`src/rtl/laser_ram_arbiter_pkg.sv`:
```
// laser_ram_pkg: shared state encoding and decode constants for the Laser 310 SRAM arbiter
package laser_ram_pkg;
  typedef enum logic [2:0] {S_IDLE, S_Z80, S_LD_SETUP, S_LD_STROBE, S_LD_HOLD} state_t;
  localparam logic [3:0] IO_BANK_PORT = 4'b0111;
  localparam logic [4:0] WIN_LO = 5'b10111;
  localparam logic [4:0] WIN_HI = 5'b11111;
  localparam logic [1:0] BANK_RESET = 2'b01;
  // Offset compare wraps below WIN_LO, so one unsigned test covers both bounds
  function automatic logic in_window(input logic [4:0] a_hi);
    return 5'(a_hi - WIN_LO) <= 5'(WIN_HI - WIN_LO);
  endfunction
endpackage

```
`src/rtl/laser_ram_arbiter_if.sv`:
```
// laser_ram_arbiter_if: Z80, loader and SRAM signals shared by the arbiter and its environment
interface laser_ram_arbiter_if;
  logic [15:0] z80_a;
  logic [3:0]  z80_aio;
  logic [1:0]  z80_d10;
  logic        z80_mreq_n, z80_iorq_n, z80_rd_n, z80_wr_n;
  logic        ld_req, ld_we, ld_ack;
  logic [15:0] ld_addr;
  logic [7:0]  ld_wdata, ld_rdata;
  logic [15:0] ram_addr;
  logic [7:0]  ram_dout, ram_din;
  logic        ram_dq_oe, ram_cs_n, ram_oe_n, ram_we_n;
  logic [1:0]  bank;
  logic        led1, led2;
  modport slave (
    input  z80_a, z80_aio, z80_d10, z80_mreq_n, z80_iorq_n, z80_rd_n, z80_wr_n,
    input  ld_req, ld_we, ld_addr, ld_wdata, ram_din,
    output ld_ack, ld_rdata, ram_addr, ram_dout, ram_dq_oe, ram_cs_n, ram_oe_n, ram_we_n,
    output bank, led1, led2
  );
  modport master (
    output z80_a, z80_aio, z80_d10, z80_mreq_n, z80_iorq_n, z80_rd_n, z80_wr_n,
    output ld_req, ld_we, ld_addr, ld_wdata, ram_din,
    input  ld_ack, ld_rdata, ram_addr, ram_dout, ram_dq_oe, ram_cs_n, ram_oe_n, ram_we_n,
    input  bank, led1, led2
  );
endinterface

```
`src/rtl/laser_ram_arbiter_sync.sv`:
```
// laser_bus_sync: multi-stage synchronizer for the asynchronous Z80 strobes and I/O address bits
module laser_bus_sync #(
  parameter int W = 8,
  parameter int STAGES = 2,
  parameter logic [W-1:0] RST_VAL = '0
) (
  input  logic         clk,
  input  logic         rst_n,
  input  logic [W-1:0] i_d,
  output logic [W-1:0] o_q
);
  logic [STAGES-1:0][W-1:0] r_ff;
  always_ff @(posedge clk)
    if (!rst_n) r_ff <= {STAGES{RST_VAL}};
    else r_ff <= {r_ff[STAGES-2:0], i_d};
  assign o_q = r_ff[STAGES-1];
endmodule

```
`src/rtl/laser_ram_arbiter.sv`:
```
// laser_ram_arbiter: shares the cartridge SRAM between the Z80 window B800h-FFFFh and a loader port
module laser_ram_arbiter
  import laser_ram_pkg::*;
#(
  parameter int SYNC_STAGES = 2,
  parameter int LD_STROBE_CYC = 2
) (
  input logic clk,
  input logic rst_n,
  laser_ram_arbiter_if.slave bus
);
  state_t      r_state;
  logic [7:0]  r_cnt;
  logic [1:0]  r_bank;
  logic [15:0] r_addr;
  logic [7:0]  r_dout, r_rdata;
  logic        r_ack, r_cs_n, r_oe_n, r_we_n, r_dq_oe, r_led1, r_led2, r_iowr_d;
  logic        w_mreq_n, w_iorq_n, w_rd_n, w_wr_n, w_iowr, w_zrd, w_zwr, w_zreq;
  logic [3:0]  w_aio;
  logic [15:0] w_zaddr;
  laser_bus_sync #(.W(8), .STAGES(SYNC_STAGES), .RST_VAL(8'hF0)) u_sync (
    .clk  (clk),
    .rst_n(rst_n),
    .i_d  ({bus.z80_mreq_n, bus.z80_iorq_n, bus.z80_rd_n, bus.z80_wr_n, bus.z80_aio}),
    .o_q  ({w_mreq_n, w_iorq_n, w_rd_n, w_wr_n, w_aio})
  );
  assign w_iowr  = !w_iorq_n && !w_wr_n && w_aio == IO_BANK_PORT;
  assign w_zrd   = !w_mreq_n && !w_rd_n && w_wr_n;
  assign w_zwr   = !w_mreq_n && w_rd_n && !w_wr_n;
  assign w_zreq  = (w_zrd || w_zwr) && in_window(bus.z80_a[15:11]);
  // B800h-BFFFh is pinned to bank 0; the rest of the window follows the bank register
  assign w_zaddr = {bus.z80_a[15:11] == WIN_LO ? 2'b00 : r_bank, bus.z80_a[13:0]};
  always_ff @(posedge clk)
    if (!rst_n) begin
      r_state  <= S_IDLE;
      r_cnt    <= '0;
      r_bank   <= BANK_RESET;
      r_addr   <= '0;
      r_dout   <= '0;
      r_rdata  <= '0;
      r_ack    <= 1'b0;
      r_cs_n   <= 1'b1;
      r_oe_n   <= 1'b1;
      r_we_n   <= 1'b1;
      r_dq_oe  <= 1'b0;
      r_led1   <= 1'b0;
      r_led2   <= 1'b0;
      r_iowr_d <= 1'b0;
    end else begin
      r_iowr_d <= w_iowr;
      if (w_iowr && !r_iowr_d) r_bank <= bus.z80_d10 == 2'b00 ? BANK_RESET : bus.z80_d10;
      r_dout <= bus.ld_wdata;
      r_led1 <= !r_cs_n;
      r_led2 <= !r_we_n;
      r_ack  <= 1'b0;
      case (r_state)
        S_IDLE, S_Z80:
          if (w_zreq) begin
            r_state <= S_Z80;
            r_addr  <= w_zaddr;
            r_cs_n  <= 1'b0;
            r_oe_n  <= !w_zrd;
            r_we_n  <= !w_zwr;
            r_dq_oe <= 1'b0;
          end else if (bus.ld_req && r_state == S_IDLE) begin
            r_state <= S_LD_SETUP;
            r_addr  <= bus.ld_addr;
            r_cs_n  <= 1'b0;
            r_oe_n  <= 1'b1;
            r_we_n  <= 1'b1;
            r_dq_oe <= bus.ld_we;
          end else begin
            r_state <= S_IDLE;
            r_cs_n  <= 1'b1;
            r_oe_n  <= 1'b1;
            r_we_n  <= 1'b1;
            r_dq_oe <= 1'b0;
          end
        S_LD_SETUP: begin
          r_state <= S_LD_STROBE;
          r_cnt   <= '0;
          r_oe_n  <= bus.ld_we;
          r_we_n  <= !bus.ld_we;
        end
        S_LD_STROBE:
          if (r_cnt == 8'(LD_STROBE_CYC - 1)) begin
            r_state <= S_LD_HOLD;
            r_oe_n  <= 1'b1;
            r_we_n  <= 1'b1;
            r_ack   <= 1'b1;
            if (!bus.ld_we) r_rdata <= bus.ram_din;
          end else r_cnt <= r_cnt + 8'd1;
        S_LD_HOLD: begin
          r_state <= S_IDLE;
          r_cs_n  <= 1'b1;
          r_dq_oe <= 1'b0;
        end
        default: r_state <= S_IDLE;
      endcase
    end
  assign bus.ram_addr  = r_addr;
  assign bus.ram_dout  = r_dout;
  assign bus.ram_cs_n  = r_cs_n;
  assign bus.ram_oe_n  = r_oe_n;
  assign bus.ram_we_n  = r_we_n;
  assign bus.ram_dq_oe = r_dq_oe;
  assign bus.ld_ack    = r_ack;
  assign bus.ld_rdata  = r_rdata;
  assign bus.bank      = r_bank;
  assign bus.led1      = r_led1;
  assign bus.led2      = r_led2;
endmodule
```
`src/flat_wrapper.sv`:
```
// flat-port wrapper written by rule: the top's interface ports become plain ports
module laser_ram_arbiter_flat import laser_ram_pkg::*;
#(
  parameter int SYNC_STAGES = 2,
  parameter int LD_STROBE_CYC = 2
)
  (clk, rst_n, bus_z80_a, bus_z80_aio, bus_z80_d10, bus_z80_mreq_n, bus_z80_iorq_n, bus_z80_rd_n, bus_z80_wr_n, bus_ld_req, bus_ld_we, bus_ld_addr, bus_ld_wdata, bus_ram_din, bus_ld_ack, bus_ld_rdata, bus_ram_addr, bus_ram_dout, bus_ram_dq_oe, bus_ram_cs_n, bus_ram_oe_n, bus_ram_we_n, bus_bank, bus_led1, bus_led2);
  laser_ram_arbiter_if bus_i ();
  input logic clk;
  input logic rst_n;
  input wire logic [$bits(bus_i.z80_a)-1:0] bus_z80_a;
  input wire logic [$bits(bus_i.z80_aio)-1:0] bus_z80_aio;
  input wire logic [$bits(bus_i.z80_d10)-1:0] bus_z80_d10;
  input wire logic [$bits(bus_i.z80_mreq_n)-1:0] bus_z80_mreq_n;
  input wire logic [$bits(bus_i.z80_iorq_n)-1:0] bus_z80_iorq_n;
  input wire logic [$bits(bus_i.z80_rd_n)-1:0] bus_z80_rd_n;
  input wire logic [$bits(bus_i.z80_wr_n)-1:0] bus_z80_wr_n;
  input wire logic [$bits(bus_i.ld_req)-1:0] bus_ld_req;
  input wire logic [$bits(bus_i.ld_we)-1:0] bus_ld_we;
  input wire logic [$bits(bus_i.ld_addr)-1:0] bus_ld_addr;
  input wire logic [$bits(bus_i.ld_wdata)-1:0] bus_ld_wdata;
  input wire logic [$bits(bus_i.ram_din)-1:0] bus_ram_din;
  output wire logic [$bits(bus_i.ld_ack)-1:0] bus_ld_ack;
  output wire logic [$bits(bus_i.ld_rdata)-1:0] bus_ld_rdata;
  output wire logic [$bits(bus_i.ram_addr)-1:0] bus_ram_addr;
  output wire logic [$bits(bus_i.ram_dout)-1:0] bus_ram_dout;
  output wire logic [$bits(bus_i.ram_dq_oe)-1:0] bus_ram_dq_oe;
  output wire logic [$bits(bus_i.ram_cs_n)-1:0] bus_ram_cs_n;
  output wire logic [$bits(bus_i.ram_oe_n)-1:0] bus_ram_oe_n;
  output wire logic [$bits(bus_i.ram_we_n)-1:0] bus_ram_we_n;
  output wire logic [$bits(bus_i.bank)-1:0] bus_bank;
  output wire logic [$bits(bus_i.led1)-1:0] bus_led1;
  output wire logic [$bits(bus_i.led2)-1:0] bus_led2;
  assign bus_i.z80_a = bus_z80_a;
  assign bus_i.z80_aio = bus_z80_aio;
  assign bus_i.z80_d10 = bus_z80_d10;
  assign bus_i.z80_mreq_n = bus_z80_mreq_n;
  assign bus_i.z80_iorq_n = bus_z80_iorq_n;
  assign bus_i.z80_rd_n = bus_z80_rd_n;
  assign bus_i.z80_wr_n = bus_z80_wr_n;
  assign bus_i.ld_req = bus_ld_req;
  assign bus_i.ld_we = bus_ld_we;
  assign bus_i.ld_addr = bus_ld_addr;
  assign bus_i.ld_wdata = bus_ld_wdata;
  assign bus_i.ram_din = bus_ram_din;
  assign bus_ld_ack = bus_i.ld_ack;
  assign bus_ld_rdata = bus_i.ld_rdata;
  assign bus_ram_addr = bus_i.ram_addr;
  assign bus_ram_dout = bus_i.ram_dout;
  assign bus_ram_dq_oe = bus_i.ram_dq_oe;
  assign bus_ram_cs_n = bus_i.ram_cs_n;
  assign bus_ram_oe_n = bus_i.ram_oe_n;
  assign bus_ram_we_n = bus_i.ram_we_n;
  assign bus_bank = bus_i.bank;
  assign bus_led1 = bus_i.led1;
  assign bus_led2 = bus_i.led2;
  laser_ram_arbiter #(.SYNC_STAGES(SYNC_STAGES), .LD_STROBE_CYC(LD_STROBE_CYC)) u_core (.clk(clk), .rst_n(rst_n), .bus(bus_i));
endmodule
```
`config.mk`:
```
export PLATFORM = sky130hd
export DESIGN_NAME = laser_ram_arbiter_flat
export DESIGN_NICKNAME = d
export VERILOG_FILES = /design/src/rtl/laser_ram_arbiter_pkg.sv /design/src/rtl/laser_ram_arbiter_if.sv /design/src/rtl/laser_ram_arbiter_sync.sv /design/src/rtl/laser_ram_arbiter.sv /design/src/flat_wrapper.sv
export SDC_FILE = /design/constraint.sdc
export NUM_CORES = 1
export LEC_CHECK = 0
export CAP_MARGIN = 15
export CORE_ASPECT_RATIO = 1.2
export CORE_MARGIN = 3
export CORE_UTILIZATION = 40
export DETAILED_ROUTE_END_ITERATION = 6
export HOLD_SLACK_MARGIN = 0.12
export PLACE_DENSITY = 0.88
export SYNTH_ARGS = -nofsm -noshare
export SYNTH_HDL_FRONTEND = slang
export SYNTH_SLANG_ARGS = --single-unit
```
`constraint.sdc`:
```
create_clock -name clk -period 1.35 [get_ports clk]
set_input_delay 0.135 -clock clk [delete_from_list [all_inputs] [get_ports clk]]
set_output_delay 0.135 -clock clk [all_outputs]
set_load 0.005 [all_outputs]
```
Word-level counts from Yosys, hierarchy flattened --
Index checks and enable logic that the tools add are counted.
Cells by class: add/subtract/negate cells 2, bitwise gates (word level) 1, magnitude comparators 1, mux-type cells 22, eq/ne operators 9, reduce and logical (&&, ||, !) cells 32
Operators with widths (number):
- $mux 16 | 2
- $pmux 8 s2 | 1
- $logic_not 1->1 | 10
- $logic_and 1x1->1 | 9
- $pmux 3 s3 | 1
- $add 8x1->8 const B | 1
- $eq 8x1->1 const B | 1
- $mux 1 | 8
- $mux 8 | 1
- $reduce_and 2->1 | 4
- $eq 3x2->1 const B | 2
- $mux 2 | 3
- $mux 3 | 2
- $pmux 1 s3 | 2
- $reduce_bool 2->1 | 3
- $eq 5x5->1 const B | 1
- $le 5x4->1 const B | 1
- $sub 5x5->5 const B | 1
- $eq 4x3->1 const B | 1
- $pmux 1 s2 | 2
- $eq 3x1->1 const B | 1
- $eq 3x3->1 const B | 1
- $logic_not 3->1 | 1
- $reduce_and 3->1 | 1
- other kinds (7) | 7
Word-level totals: bits of input ports 62, flip-flop bits (word level) 69, word-level logic and storage cells 83, output and inout bits 41

Longest topological paths before layout --
depth after elaboration 7, gate-level depth with buffers 7, mapped depth without buffers 6

Cells and area by module --
From an unflattened synthesis, not the netlist that was laid out.
Second synthesis, totals: cell total of the unflattened synthesis 279, area total of the unflattened synthesis 2783.9 sq um
Modules (own cells, without submodules):
- laser_ram_arbiter | sequential area each 1061.0 sq um, area each 2292.2 sq um, cells each 238, times used 1
- laser_bus_sync | sequential area each 320.3 sq um, area each 491.7 sq um, cells each 41, times used 1

Least setup slack after synthesis --
No wires, ideal clock.
kind register to register, start point reg u_core.r_cnt[0], end point reg u_core.r_rdata[0] (netlist: u_core.bus.ld_rdata[0]), clock period less this slack 1486 ps, path buffers 0, data arrival time 1370 ps, stages on the path, launching flop included 6, setup time 117 ps, path slack -136 ps, required time 1233 ps, path through dfxtp_1 > ha_1 > nor4b_4 > nand3_2 > mux2i_1 > nor2b_1
On the way: cells in the longest elaborated chain, start to end 2
Ends and longest elaborated chain:
- start, declared | line laser_ram_arbiter.sv:13 | logic [7:0] r_cnt;
- start signal, assigned | line laser_ram_arbiter.sv:92 | end else r_cnt <= r_cnt + 8'd1;
- $eq 8x1->1 | line laser_ram_arbiter.sv:86 | if (r_cnt == 8'(LD_STROBE_CYC - 1)) begin
- $reduce_and 3->1 (no line)
- end signal, assigned | line laser_ram_arbiter.sv:91 | if (!bus.ld_we) r_rdata <= bus.ram_din;
- end, declared | line laser_ram_arbiter.sv:16 | logic [7:0] r_dout, r_rdata;
No other way between the ends. A chain may end at the register's enable or synchronous reset.

Worst setup path in the final report --
start point reg u_core.r_cnt[1], end point reg u_core.r_cnt[2]
On the way: cells in the longest elaborated chain, start to end 3, elaborated cells on any way between the ends 6, classes of those cells 1 x add/sub; 2 x eq/ne; 2 x mux; 1 x reduce/logical
Ends and longest elaborated chain (line):
- $add 8x1->8 / $eq 8x1->1 (equally long branches) | laser_ram_arbiter.sv:92, laser_ram_arbiter.sv:86
- $mux 8 / $ne 2x2->1 (equally long branches)
- $pmux 8 s2 / $reduce_and 2->1 (equally long branches)
Parallel ways exist; a longest one is shown, timed or not. The select of a mux whose other input is x is not followed.

==> impl_metrics.yaml <==
cts:
  cts_tree: "built"
  max-clock-path-buffers: 2
  clock-sinks: 69
  cts_htree_levels: 3
  clk_pin_slew_ps: 80
  hold_buffers: 0
  clock_latency_ps: 340
  cts_buffers: 9
  cts-root-buf: "clkbuf_8"
timing:
  fin_ws_ps: -69.0
  hold-worst-slack_ps: 262
  rsz0062_at_grt: "true"
  worst_pin_slew_ps: 456
  fin_skew_ps: 11.2
  max_freq_mhz: 705
  slew_headroom_pct: 69.4
  fin_tns_setup_ps: -645
  finalHoldViolCount: 0
  slew_violations: 0
  setup_violations: 24
  finalCritPeriodShare_pct: 105
  period_minus_slack_ps: 1420
layout:
  instances_no_fill: 499
  layout_commonest_cell: "clkdlybuf4s50_1"
  mostFrequentLayoutCells: "clkdlybuf4s50_1 (73), dfxtp_1 (43), buf_4 (31), dfxtp_2 (24), nor2_1 (19)"
  drive_gt1_share_pct: 29.2
  fin_area_sq_mm: 0.00467
  antenna-diode-count: 0
  nNetsFinal: 473
  fin_util_pct: 71.1
  syn_to_final_growth_pct: 68.7
synthesis:
  ys.flop_type: "dfxtp_1"
  yosysWarningCount: 0
  async_flop_share_pct: 0
  avgSynthCellArea_sq_um: 10.2
  syn_inst: 272
  syn_nets: 336
  synth_seq_cells: 69
  synth-edff-count: 0
  synth_seq_area_share_pct: 49.9
  netlist_area_sq_mm: 0.00277
  synth.distinct_cells: 47
detailed_routing:
  wl_microns: 7910
  drtIter0Drc: 96
  viasPerCell: 5.24
  num_vias: 2613
  ant_nets: 0
  post_drt_wl_per_cell_microns: 15.9
  first_pass_iters: 4
  drc: 0
die:
  io_pins: 103
  die_x_microns: 81.9
  coreArea_sq_mm: 0.00657
  die_y_microns: 97.1
  floorplan.initialDensity_pct: 42.1
  core.rowCount: 32
  die_area_sq_mm: 0.00795
worst_setup_path:
  worstPathCellList: "inv_2, ha_4, nor4b_4, buf_6, a2111oi_2, a21oi_1, o21ai_1"
  rrSetupSlack_ps: -70
  crit_arrival_ps: 1680
  r2r_end: "u_core.r_cnt[2]$_SDFFE_PN0P_"
  critPathMaxFanout: 6
  cp-start-kind: "flip-flop"
  cpPeakStageDelay_ps: 340
  critical_path.slowest_cell: "dfxtp_2"
  critPathRequiredTime_ps: 1610
  r2r_start: "u_core.r_cnt[1]$_SDFFE_PN0P_"
  end_kind: "flip-flop"
  worstRegToRegCells: 7
  path_class: "reg2reg"
run_status:
  status: "finished, violations left"
  violations: "negative setup slack"
place:
  place.gp.congestion: 0.802
  placed_area_sq_mm: 0.00414
  place_ws_ps: -558
  numPortBuffers: 102
  hpwl_microns: 5390
  place_inst: 475
hold_path:
  hold_end: "u_core.bus.ram_addr[11]$_SDFFE_PN0P_"
  min_path_type: "in2reg"
  holdPathStages: 2
  min_from: "bus_z80_a[11]"
global_routing:
  grt_pass1_vias: 2598
  grt_max_degree: 31
  overflow: 0
  grtUsageTotal_pct: 19.4
  antenna_found_initial: 0
  grt_pass1_wl_microns: 12000
power:
  combPwrFrac_pct: 15.9
  clockPowerShare_pct: 38.8
  p_per_area_mw_per_mm2: 1040
  design_power_total_mw: 4.83
  pwr-share-seq_pct: 45.3
  sw_frac_of_total_pct: 23.9
  p_leak_nw: 2.11
  power.internal_mw: 3.68
  power_switching_mw: 1.16
  ir_worst_vdd_uv: 883
job:
  cap_viol_max_count: 0
[per-layer routing]
layer	vias to the layer above	global-route usage [%]	wire, microns
met2	100	34.7	4260
li1	1253	-	-
met4	0	7.16	177
met3	15	6.22	640
met1	1245	20.4	2840
met5	-	0	0
[worst max-delay path, delay by kind of cell (launching register included)]
| kind | cells | cell delay, ps |
|---|---|---|
| adder cells (fa/ha/maj) | 1 | 140 |
| AO/OA/AOI/OAI | 3 | 560 |
| AND/OR/NAND/NOR | 1 | 120 |
| buffers and inverters | 2 | 180 |
| flip-flops | 1 | 340 |
[worst max-delay path by stage]
stage | from | depth (start not counted) | slack (ps) | to
after detailed placement | bus_z80_a[13] | 5 | -560 | u_core.bus.ram_addr[0]$_SDFFE_PN0P_
after CTS | u_core.r_cnt[1]$_SDFFE_PN0P_ | 7 | -70 | u_core.bus.ld_rdata[4]$_SDFFE_PN0P_
after global routing | u_core.r_cnt[1]$_SDFFE_PN0P_ | 7 | -170 | u_core.bus.ld_rdata[4]$_SDFFE_PN0P_
after global placement | bus_z80_a[13] | 5 | -470 | u_core.bus.ram_addr[13]$_SDFFE_PN0P_
final | u_core.r_cnt[1]$_SDFFE_PN0P_ | 7 | -70 | u_core.r_cnt[2]$_SDFFE_PN0P_
after floorplan | u_core.u_sync.o_q[4]$_SDFF_PN1_ | 6 | -100 | u_core.bus.ram_addr[10]$_SDFFE_PN0P_
[layout make-up]
class,instances,area [sq um]
Fill cell,463,1900
Multi-Input combinational cell,183,1480
Timing Repair Buffer,144,1430
Sequential cell,69,1420
Clock buffer,10,128
Tap cell,85,106
Clock inverter,6,93.8
Inverter,2,7.51
[synthesized netlist by cell type, types with 3 or more instances]
cell,n,area (sq um)
nor3_1,4,20.0
a22oi_1,14,105
xnor2_1,3,26.3
dfxtp_1,69,1380
nand2_1,10,37.5
nand3_1,4,20.0
a221o_1,14,140
a21oi_1,10,50.1
nor2b_1,15,93.8
nand2b_1,12,75.1
buf_2,5,25.0
o21ai_1,3,15.0
buf_6,3,33.8
mux2i_1,9,90.1
nor4_1,5,31.3
nor2_1,20,75.1
and2_1,17,106
clkbuf_1,10,37.5
o21ai_0,6,30.0
[what timing repair did]
item / in CTS / in global routing
gates cloned: 0 / 0
pin swaps: 9 / 12
setup endpoints to repair: 60 / 57
buffers inserted: 2 / 6
resized for setup: 55 / 42
[cells by family (layout without fill, tap and decap cells)]
kind of cell,count (synthesis),count (layout),share of synthesized area [%]
AND/OR/NAND/NOR,106,106,23.3
flip-flops,69,69,49.9
AO/OA/AOI/OAI,62,62,17.3
buffers and inverters,20,162,3.75
multiplexers,9,9,3.26
XOR/XNOR,4,4,1.54
adder cells (fa/ha/maj),2,2,0.904
[registers in the layout (all words and copies together), names as in the netlist]
name,count
u_core.bus.led1,1
u_core.bus.ram_cs_n,1
u_core.bus.ram_dout,8
u_core.u_sync.o_q,8
u_core.bus.ld_ack,1
u_core.r_state,3
u_core.bus.ram_we_n,1
u_core.bus.ram_oe_n,1
u_core.bus.led2,1
u_core.bus.ram_dq_oe,1
u_core.r_cnt,8
u_core.bus.bank,2
u_core.bus.ld_rdata,8
u_core.u_sync.r_ff,8
u_core.bus.ram_addr,16
u_core.r_iowr_d,1
[power groups by stage]
stage | clock network [mW] | logic, mW | registers, mW
5_1_grt | 2.00 | 0.825 | 2.20
2_1_floorplan | 0 | 0.265 | 2.23
3_5_place_dp | 0 | 0.704 | 2.23
3_3_place_gp | 0 | 0.690 | 2.23
4_1_cts | 1.91 | 0.733 | 2.19
6_report | 1.88 | 0.769 | 2.19
No activity file was read; power rests on OpenSTA's default activity.
